<file path="config.mk">
export PLATFORM = sky130hd
export DESIGN_NAME = alu_arbiter
export DESIGN_NICKNAME = d
export VERILOG_FILES = /design/src/rtl/alu_arbiter.sv
export SDC_FILE = /design/constraint.sdc
export NUM_CORES = 1
export LEC_CHECK = 0
export CAP_MARGIN = 20
export CORE_AREA = 2 2 120 122
export DETAILED_ROUTE_END_ITERATION = 7
export DIE_AREA = 0 0 122 124
export GPL_TIMING_DRIVEN = 1
export MAX_ROUTING_LAYER = met4
export PLACE_DENSITY = 0.78
export SETUP_SLACK_MARGIN = 0.05
export SYNTH_ARGS = -nofsm -noshare
export SYNTH_HDL_FRONTEND = slang
export SYNTH_SLANG_ARGS = --single-unit
</file>
<file path="constraint.sdc">
create_clock -name CLK -period 2.8 [get_ports CLK]
set_clock_uncertainty 0.2 [all_clocks]
set_input_delay 0.42 -clock CLK [delete_from_list [all_inputs] [get_ports CLK]]
set_output_delay 0.42 -clock CLK [all_outputs]
set_load 0.05 [all_outputs]
</file>
<file path="src/rtl/alu_arbiter.sv">
// alu_arbiter: lets two valid/ready requesters share one combinational alu, one op at a time.
// Build option ALU_ARB_FIXED_PRIO_EN: requester 0 wins ties (default is round-robin).
module alu_arbiter #(
    parameter int unsigned DATA_WIDTH = 32
) (
    input  logic                  CLK,
    input  logic                  RST,

    input  logic                  Req0Valid,
    output logic                  Req0Ready,
    input  logic [DATA_WIDTH-1:0] Req0SrcA,
    input  logic [DATA_WIDTH-1:0] Req0SrcB,
    input  logic [2:0]            Req0Ctrl,

    input  logic                  Req1Valid,
    output logic                  Req1Ready,
    input  logic [DATA_WIDTH-1:0] Req1SrcA,
    input  logic [DATA_WIDTH-1:0] Req1SrcB,
    input  logic [2:0]            Req1Ctrl,

    output logic                  Rsp0Valid,
    input  logic                  Rsp0Ready,
    output logic [DATA_WIDTH-1:0] Rsp0Result,
    output logic                  Rsp0Zero,

    output logic                  Rsp1Valid,
    input  logic                  Rsp1Ready,
    output logic [DATA_WIDTH-1:0] Rsp1Result,
    output logic                  Rsp1Zero,

    output logic [DATA_WIDTH-1:0] AluSrcA,
    output logic [DATA_WIDTH-1:0] AluSrcB,
    output logic [2:0]            AluControl,
    input  logic [DATA_WIDTH-1:0] AluResult,
    input  logic                  AluZero,

    output logic                  Busy
);

    localparam logic [1:0] IDLE = 2'd0;
    localparam logic [1:0] EXEC = 2'd1;
    localparam logic [1:0] RESP = 2'd2;

    logic [1:0]            state_q, state_d;
    logic                  owner_q, owner_d;
    logic [DATA_WIDTH-1:0] srca_q, srca_d;
    logic [DATA_WIDTH-1:0] srcb_q, srcb_d;
    logic [2:0]            ctrl_q, ctrl_d;
    logic [DATA_WIDTH-1:0] result_q, result_d;
    logic                  zero_q, zero_d;
`ifndef ALU_ARB_FIXED_PRIO_EN
    logic                  last_q, last_d;
`endif

    logic any_valid;
    logic winner;
    logic grant_en;
    logic rsp_ready_own;

    // winner is only meaningful while any_valid is high
    always_comb begin
        any_valid = Req0Valid | Req1Valid;
`ifdef ALU_ARB_FIXED_PRIO_EN
        winner = ~Req0Valid;
`else
        if (Req0Valid && Req1Valid) begin
            winner = ~last_q;
        end else begin
            winner = ~Req0Valid;
        end
`endif
        // Gating with RST keeps every output low while reset is held
        grant_en      = RST && (state_q == IDLE) && any_valid;
        rsp_ready_own = owner_q ? Rsp1Ready : Rsp0Ready;
    end

    always_comb begin
        state_d  = state_q;
        owner_d  = owner_q;
        srca_d   = srca_q;
        srcb_d   = srcb_q;
        ctrl_d   = ctrl_q;
        result_d = result_q;
        zero_d   = zero_q;
`ifndef ALU_ARB_FIXED_PRIO_EN
        last_d   = last_q;
`endif
        case (state_q)
            IDLE: begin
                if (grant_en) begin
                    owner_d = winner;
                    srca_d  = winner ? Req1SrcA : Req0SrcA;
                    srcb_d  = winner ? Req1SrcB : Req0SrcB;
                    ctrl_d  = winner ? Req1Ctrl : Req0Ctrl;
                    state_d = EXEC;
                end
            end
            EXEC: begin
                result_d = AluResult;
                zero_d   = AluZero;
                state_d  = RESP;
            end
            RESP: begin
                if (rsp_ready_own) begin
`ifndef ALU_ARB_FIXED_PRIO_EN
                    last_d  = owner_q;
`endif
                    state_d = IDLE;
                end
            end
            default: begin
                state_d = IDLE;
            end
        endcase
    end

    always_ff @(posedge CLK or negedge RST) begin
        if (!RST) begin
            state_q  <= IDLE;
            owner_q  <= 1'b0;
            srca_q   <= '0;
            srcb_q   <= '0;
            ctrl_q   <= '0;
            result_q <= '0;
            zero_q   <= 1'b0;
`ifndef ALU_ARB_FIXED_PRIO_EN
            last_q   <= 1'b1;
`endif
        end else begin
            state_q  <= state_d;
            owner_q  <= owner_d;
            srca_q   <= srca_d;
            srcb_q   <= srcb_d;
            ctrl_q   <= ctrl_d;
            result_q <= result_d;
            zero_q   <= zero_d;
`ifndef ALU_ARB_FIXED_PRIO_EN
            last_q   <= last_d;
`endif
        end
    end

    assign Req0Ready  = grant_en && !winner;
    assign Req1Ready  = grant_en &&  winner;

    assign Rsp0Valid  = (state_q == RESP) && !owner_q;
    assign Rsp1Valid  = (state_q == RESP) &&  owner_q;
    assign Rsp0Result = result_q;
    assign Rsp1Result = result_q;
    assign Rsp0Zero   = zero_q;
    assign Rsp1Zero   = zero_q;

    // The op register stays put outside EXEC so the alu inputs do not toggle in IDLE
    assign AluSrcA    = srca_q;
    assign AluSrcB    = srcb_q;
    assign AluControl = ctrl_q;

    assign Busy       = (state_q != IDLE);

endmodule

</file>
==> summary by stage, run 1 <==
Floorplan
The die covers 0.0151 mm2. The initial utilization of the core area, before any placement, comes to 35.3%. The row count is 43. The die is 124 um tall. The core outline area is 0.0137 mm2. The die width is 122 um. The number of top-level design ports is 311.

Global routing
The first global-routing pass estimated between 20 and 25 mm of wire. Entering global routing, the biggest net connects 68 pins. The number of global-route vias before repair was 4,342. The remaining global-route overflow is 0. In the global route stage, overall resource usage came out at about a fifth. The initial antenna violation count is 0.

Synthesis
The compound-cell area share of the yosys netlist is around 14%. The adder-cell area share of the yosys netlist is 0%. The register area share after synthesis is 53.8%. The cell count after synthesis is 435. The number of different library cells in the post-synthesis netlist is 25.

The cell area that synthesis handed to floorplanning was a little under 0.005 mm2. The largest family of logic cells by synthesized area is compound AO/OA/AOI/OAI gates. After synthesis, the share of cell area in mux cells is 7.91%. Summing the areas of all xor and xnor instances in the mapped netlist gives 0% of the synthesized area.

The post-synth net total is 608. The synthesized area per cell is 11.1 um2. After synthesis the netlist holds a flip-flop and latch count of 104. The simple-gate share of the synthesized area is 14.0%.

The count of synthesis-stage warnings from yosys is 0.

Detailed routing
Once detail routing completed, the nets flagged for antenna violations numbered 0. The final layout contains routed wiring with a total length of approximately 16 mm. For this run, the detailed router's first-pass iteration total came to 5. After detailed routing, the average wire length per cell comes to approximately 18 um. The routed layout has 4,556 vias. The average vias per placed instance is slightly above 5. The number of remaining DRC errors is 0. The detailed router finished its first iteration with 340 violations.

Placement
The number of I/O port buffers is 310. After legalization and detailed placement, the total HPWL measured 11.5 mm. At the end of routability-driven placement, the weighted congestion stood at 0.791.

Worst setup path
The slowest cell on the critical path is sky130_fd_sc_hd__clkdlybuf4s50_1. The startpoint-to-endpoint class of the critical path is reg2out. The worst register-to-register path has a setup slack of 0.57 ns.

Counting both buffers and inverters, the worst setup path holds a total of 1. The number of cell instances on the worst register-to-register path is 4. The largest single stage delay on the critical path is 0.87 ns. The worst setup path is launched from a register. The cell family contributing the most delay on the critical path is buffers and inverters.

The end of the worst register-to-register path is AluSrcB[10]. The signal on the critical path passes through nand2b_1, nor2_1, clkdlybuf4s50_1. The worst setup path is captured at an output port. The data arrival time of the worst path is about 1.9 ns. Of all nets on the critical path, the largest fanout is 6. The startpoint of the worst register-to-register path is state_q[1]. Data on the critical path is required at its endpoint by 2.18 ns.

STA
The worst slew margin relative to its limit is 50.4%. The slew at the pin closest to its max-slew limit is 0.744 ns. The final cycle utilization of the critical path is approximately nine tenths. The minimum clock period is around 2.6 ns. Setup repair after global routing left no endpoint under its margin.

Based on the critical path, the design can be clocked at up to slightly below 400 MHz. Setup violations remaining at the end of the flow were counted as 0. The hold violation count in the final report is 0. The accumulated negative setup slack is 0 ns. The max-slew violation total from the final report is 0.

Final layout
The final standard cell utilization of the core is 59.4%. From synthesis to final layout, the design area changed by 68.2%. Fill cells in the final layout number 1,141.

The final layout contains just under 900 nets. 0 antenna diodes ended up in the layout. Cells with a size suffix above 1 make up 10.5% of the layout.

Outcome
The run finished with clean final reports.

Power and ir drop
The static power due to leakage is about 3.3 nW. Summing internal, switching and leakage power gives 11.2 mW. The peak supply drop is between 0.7 and 0.8 mV.

In this run the power density over the cells is 1370 mW/mm2.

Clocking
The clock tree from TritonCTS is done. The clock slew at the register clock pins of the worst setup and hold paths is 0.07 ns. The later pin in the worst-skew pair is clocked with a latency of around 0.33 ns. The cell at the root of the clock tree is sky130_fd_sc_hd__clkbuf_16. In this run the deepest clock path goes through 2 buffers. Counting every sink on the clock net gives 104. TritonCTS created 9 clock buffers. The CTS H-tree depth is 3.

Hold path
The tightest min-delay check is of the in2async type.

Job
Max-cap violations in this run came to 0.
## where the power goes
group / total (mW) / internal [mW] / switching, mW / leakage, nW
Combinational: 7.16 / 2.54 / 4.62 / 1.93
Clock: 1.26 / 0.721 / 0.544 / 0.139
Sequential: 2.76 / 2.24 / 0.526 / 1.26
## worst register-to-register path, delay by kind of cell (launching register included)
family                 cells  cell delay (ns)
and+or+nand+nor            2             0.97
DFF                        1             0.42
buffers and inverters      1             0.35
AOI/OAI and AO/OA          1             0.21
## per-layer routing
| metal | global-route usage (%) | vias to the layer above | wire length [um] |
|---|---|---|---|
| li1 | - | 2077 | - |
| met1 | 24.3 | 2183 | 6110 |
| met2 | 34.7 | 275 | 7950 |
| met3 | 4.40 | 21 | 1400 |
| met4 | 5.17 | 0 | 264 |
| met5 | - | - | 0 |
## sequential cells by signal, summed over array words and instances (netlist names)
name,flops
AluControl,3
last_q,1
AluSrcB,32
owner_q,1
Rsp0Result,32
Rsp0Zero,1
AluSrcA,32
state_q,2
## metrics by stage
| stage | hold WS (ns) | worst slack (ns) | cells | area [um2] |
|---|---|---|---|---|
| 4_1_cts | 0.0403 | 0.205 | 878 | 8150 |
| 5_1_grt | 0.0786 | 0.146 | 878 | 8150 |
| 2_1_floorplan | -0.0756 | 0.342 | 435 | 4840 |
| 3_3_place_gp | 0.0135 | 0.513 | 861 | 7840 |
| 6_report | 0.0264 | 0.243 | 878 | 8150 |
| 3_5_place_dp | 0.0180 | 0.498 | 861 | 7840 |
## kinds of logic (layout without fill, tap and decap cells)
kind of cell | Yosys count | after routing
AOI/OAI and AO/OA | 72 | 72
buffers and inverters | 78 | 341
DFF | 104 | 104
muxes | 34 | 34
and+or+nand+nor | 147 | 147
## final cells by class
class | count | area [um2] | share of cell area [%]
clock buffers | 12 | 246 | 3.03
clock inverters | 4 | 53.8 | 0.661
inverters | 2 | 7.51 | 0.0922
multi-input cells | 253 | 1780 | 21.9
flip-flops and latches | 104 | 2600 | 32.0
well taps | 180 | 225 | 2.76
repair buffers | 323 | 3230 | 39.6
## cells in the mapped netlist (all sizes together)
cell     instances  area share (%)
a21oi            2            0.21
a221o           67              14
and3             1            0.13
buf             55             8.1
clkbuf          21             1.6
dfrtp          103              53
dfstp            1            0.54
inv              2            0.16
mux2            34             7.9
nand2           69             5.3
nand2b           2            0.26
nor2             2            0.16
nor2b            2            0.26
nor3            67             7.1
nor3b            2            0.41
o21ai            2            0.21
o2bb2ai          1            0.18
or2              1            0.13
or3b             1            0.18
## cells in the final DEF (no fill, tap or decap), drive strengths merged, types with 2 or more instances in the layout
master,count
inv,2
clkbuf,12
nand2b,2
clkdlybuf4s50,306
nor2,2
nor2b,2
o21ai,2
nand2,69
nor3,67
dfrtp,103
mux2,34
clkinvlp,2
a221o,67
a21oi,2
nor3b,2
buf,16
## worst max path at each step
stage | from | to | depth (start not counted)
floorplan | state_q[1] | Req0Ready | 5
global placement | RST | Req1Ready | 4
detailed placement | RST | AluSrcB[10] | 5
CTS | state_q[0] | Rsp1Valid | 3
global route | state_q[1] | Req1Ready | 3
finish | state_q[0] | Rsp1Valid | 3
## repair_timing
action / in CTS / in global routing
hold buffers: 1 / 0
hold endpoints to repair: 2 / 0
resized for setup: 0 / 0
setup buffers: 0 / 0
(Power assumes the default switching activity.)
==> inputs of run 2 (changes only) <==
--- a/config.mk
+++ b/config.mk
@@ -7,6 +7,7 @@
 export LEC_CHECK = 0
 export CAP_MARGIN = 20
 export CORE_AREA = 2 2 120 122
+export CTS_CLUSTER_DIAMETER = 30
 export DETAILED_ROUTE_END_ITERATION = 7
 export DIE_AREA = 0 0 122 124
 export GPL_TIMING_DRIVEN = 1
==> results of run 2 <==
Same layout as run 1: the final DEF is identical, and so are final timing and power.
==> edit: new RTL, settings of run 1 <==
The option `ALU_ARB_FIXED_PRIO_EN` is turned on by a define.
--- a/src/rtl/alu_arbiter.sv
+++ b/src/rtl/alu_arbiter.sv
@@ -1,5 +1,7 @@
 // alu_arbiter: lets two valid/ready requesters share one combinational alu, one op at a time.
 // Build option ALU_ARB_FIXED_PRIO_EN: requester 0 wins ties (default is round-robin).
+`define ALU_ARB_FIXED_PRIO_EN
+
 module alu_arbiter #(
     parameter int unsigned DATA_WIDTH = 32
 ) (
Formal check against the unedited RTL: not equivalent (a bounded check fails within 4 cycles, from zero or initial values and one cycle with RST low).
==> edit against run 1 <==
  * Sequential share of layout area fell by 1.2 points
  * Total power grew 3.7%
  * Final area up 3.0%
  * Setup slack better by 0.075 ns
  * Synthesized area rose by 3.1%
  * Sequential cell count fell by 1
  * Routed wire length fell by 9.8%
  * Critical endpoint unchanged
  * Largest cell class unchanged
  * Highest routed layer unchanged
==> edit: results (changes against run 1) <==
status: "finished clean"
highest_layer: "met4"
post_cts_buffers: 0  # unchanged
dpl.hpwl_mm: 11.1  # -3.8%
yosysWarnings: 0  # unchanged
fillerInstances: 1104  # -3.2%
clk_pin_slew_ns: 0.07  # about the same
grt_max_degree: 69  # +1.5%
synth.distinct_cells: 16  # -36%
met3_usage_pct: 3.94  # -0.46 points
synthFlopType: "dfrtp_1"
hold_class: "in -> async"
worstRegToRegCells: 5  # +1
insertion_delay_ns: 0.34
dpl_worst_slack_ns: 0.585  # +0.0871 ns
ff2ff_setup_slack_ns: 0.80  # +0.23 ns
slowest_stage: "clkdlybuf4s50_1"
cts_resized: 0  # unchanged
io_buffers: 310  # unchanged
wl_met3_um: 912  # -35%
wl_per_cell_um: 17.8  # -0.43%
drt-initial-drc-count: 98  # -71%
power_leakage_nw: 3.40  # +2.1%
yosys-top-cells-count: "mux2_2 (149), dfrtp_1 (103), buf_4 (34)"
synth_enable_flop_cells: 0  # unchanged
wl_met2_mm: 7.79  # -2.0%
grtUsageMet2_pct: 35.0  # +0.28 points
seq_area_frac_synth_pct: 51.6  # -2.1 points
grt_pass1_vias: 4017  # -7.5%
grt_pass1_wl_mm: 20.9  # -9.4%
wl_met1_mm: 5.22  # -15%
slowest_delay_ns: 0.82  # -0.05 ns
viasPerCell: 4.63  # -11%
cts-root-buf: "clkbuf_16"
place_congestion: 0.737  # -6.8%
hold_ws_ns: 0.00610  # -0.0203 ns
reg2reg_from: "state_q[0]"
grt_use_met1_pct: 19.9  # -4.4 points
antenna_found_initial: 0  # unchanged
crit_fanout: 3  # -3
synth_area_leaders: "dfrtp_1 (52%), mux2_2 (34%), mux2_4 (5.7%)"
first_pass_iters: 5  # unchanged
ctsLongestPathBuffers: 2  # unchanged
peakVddDrop_mv: 0.635  # -21%
grt_usage_pct: 19.0  # -1.2 points
synth_nets: 509  # -16%
tightest_slew_ns: 0.783  # +0.0387 ns
hold_buffers: 0  # -1
final_nets: 783  # -9.6%
crit_arrival_ns: 1.86  # -0.08 ns
r2r-end: "AluSrcB[20]"
drive_above_1_share_pct: 31.5  # +21 points
edit: changes by cell type after synthesis, moves of 14 or more:
cell / delta
mux2_4: +19
mux2_2: +115
a221o_1: -67
clkbuf_1: -14
nor3_1: -65
nand2_1: -69
edit: worst max-delay path by stage:
stage / start / endpoint / slack, ns / cells past startpoint
finish: state_q[0] / Rsp1Valid / 0.32 / 3
global route: state_q[0] / Rsp1Valid / 0.21 / 3
CTS: state_q[0] / Rsp1Valid / 0.27 / 3
detailed placement: Req1Valid / AluSrcB[15] / 0.59 / 5
global placement: Req1Valid / AluSrcB[20] / 0.62 / 5
floorplan: Req0Valid / Req1Ready / 0.75 / 3
edit: power by group:
| part | switching [mW] | internal [mW] | total (mW) |
|---|---|---|---|
| clock | 0.544 | 0.963 | 1.51 |
| sequential | 0.489 | 2.25 | 2.74 |
| combinational | 4.63 | 2.74 | 7.36 |
edit: worst max-delay path: cells and delay by family, from the launching register on:
kind                   cells  cell delay, ns
flip-flops                 1            0.39
buffers and inverters      1            0.82
AND/OR/NAND/NOR            2            0.30
edit: cells by family (layout without fill, tap and decap cells):
family	count (synthesis)	after routing	synth area share, %
compound gates	2	2	0.526
simple gates	7	7	0.677
flops	103	103	51.6
buf+inv	55	334	7.62
mux	169	169	39.5
edit: area by class of cell:
cell class,instances,area share (%)
clock buffers,10,2.73
clock inverters,6,1.58
inverters,3,0.149
multi-input cells,178,24.2
flip-flops and latches,103,30.7
well taps,180,2.68
repair buffers,315,37.9
edit: stage by stage:
step / cell area [sq um] / utilization [%] / instances
3_5_place_dp: 8030 / 58.5 / 779
5_1_grt: 8390 / 61.1 / 795
3_3_place_gp: 8030 / 58.5 / 779
2_1_floorplan: 4990 / - / 336
4_1_cts: 8390 / 61.1 / 795
6_report: 8390 / 61.1 / 795
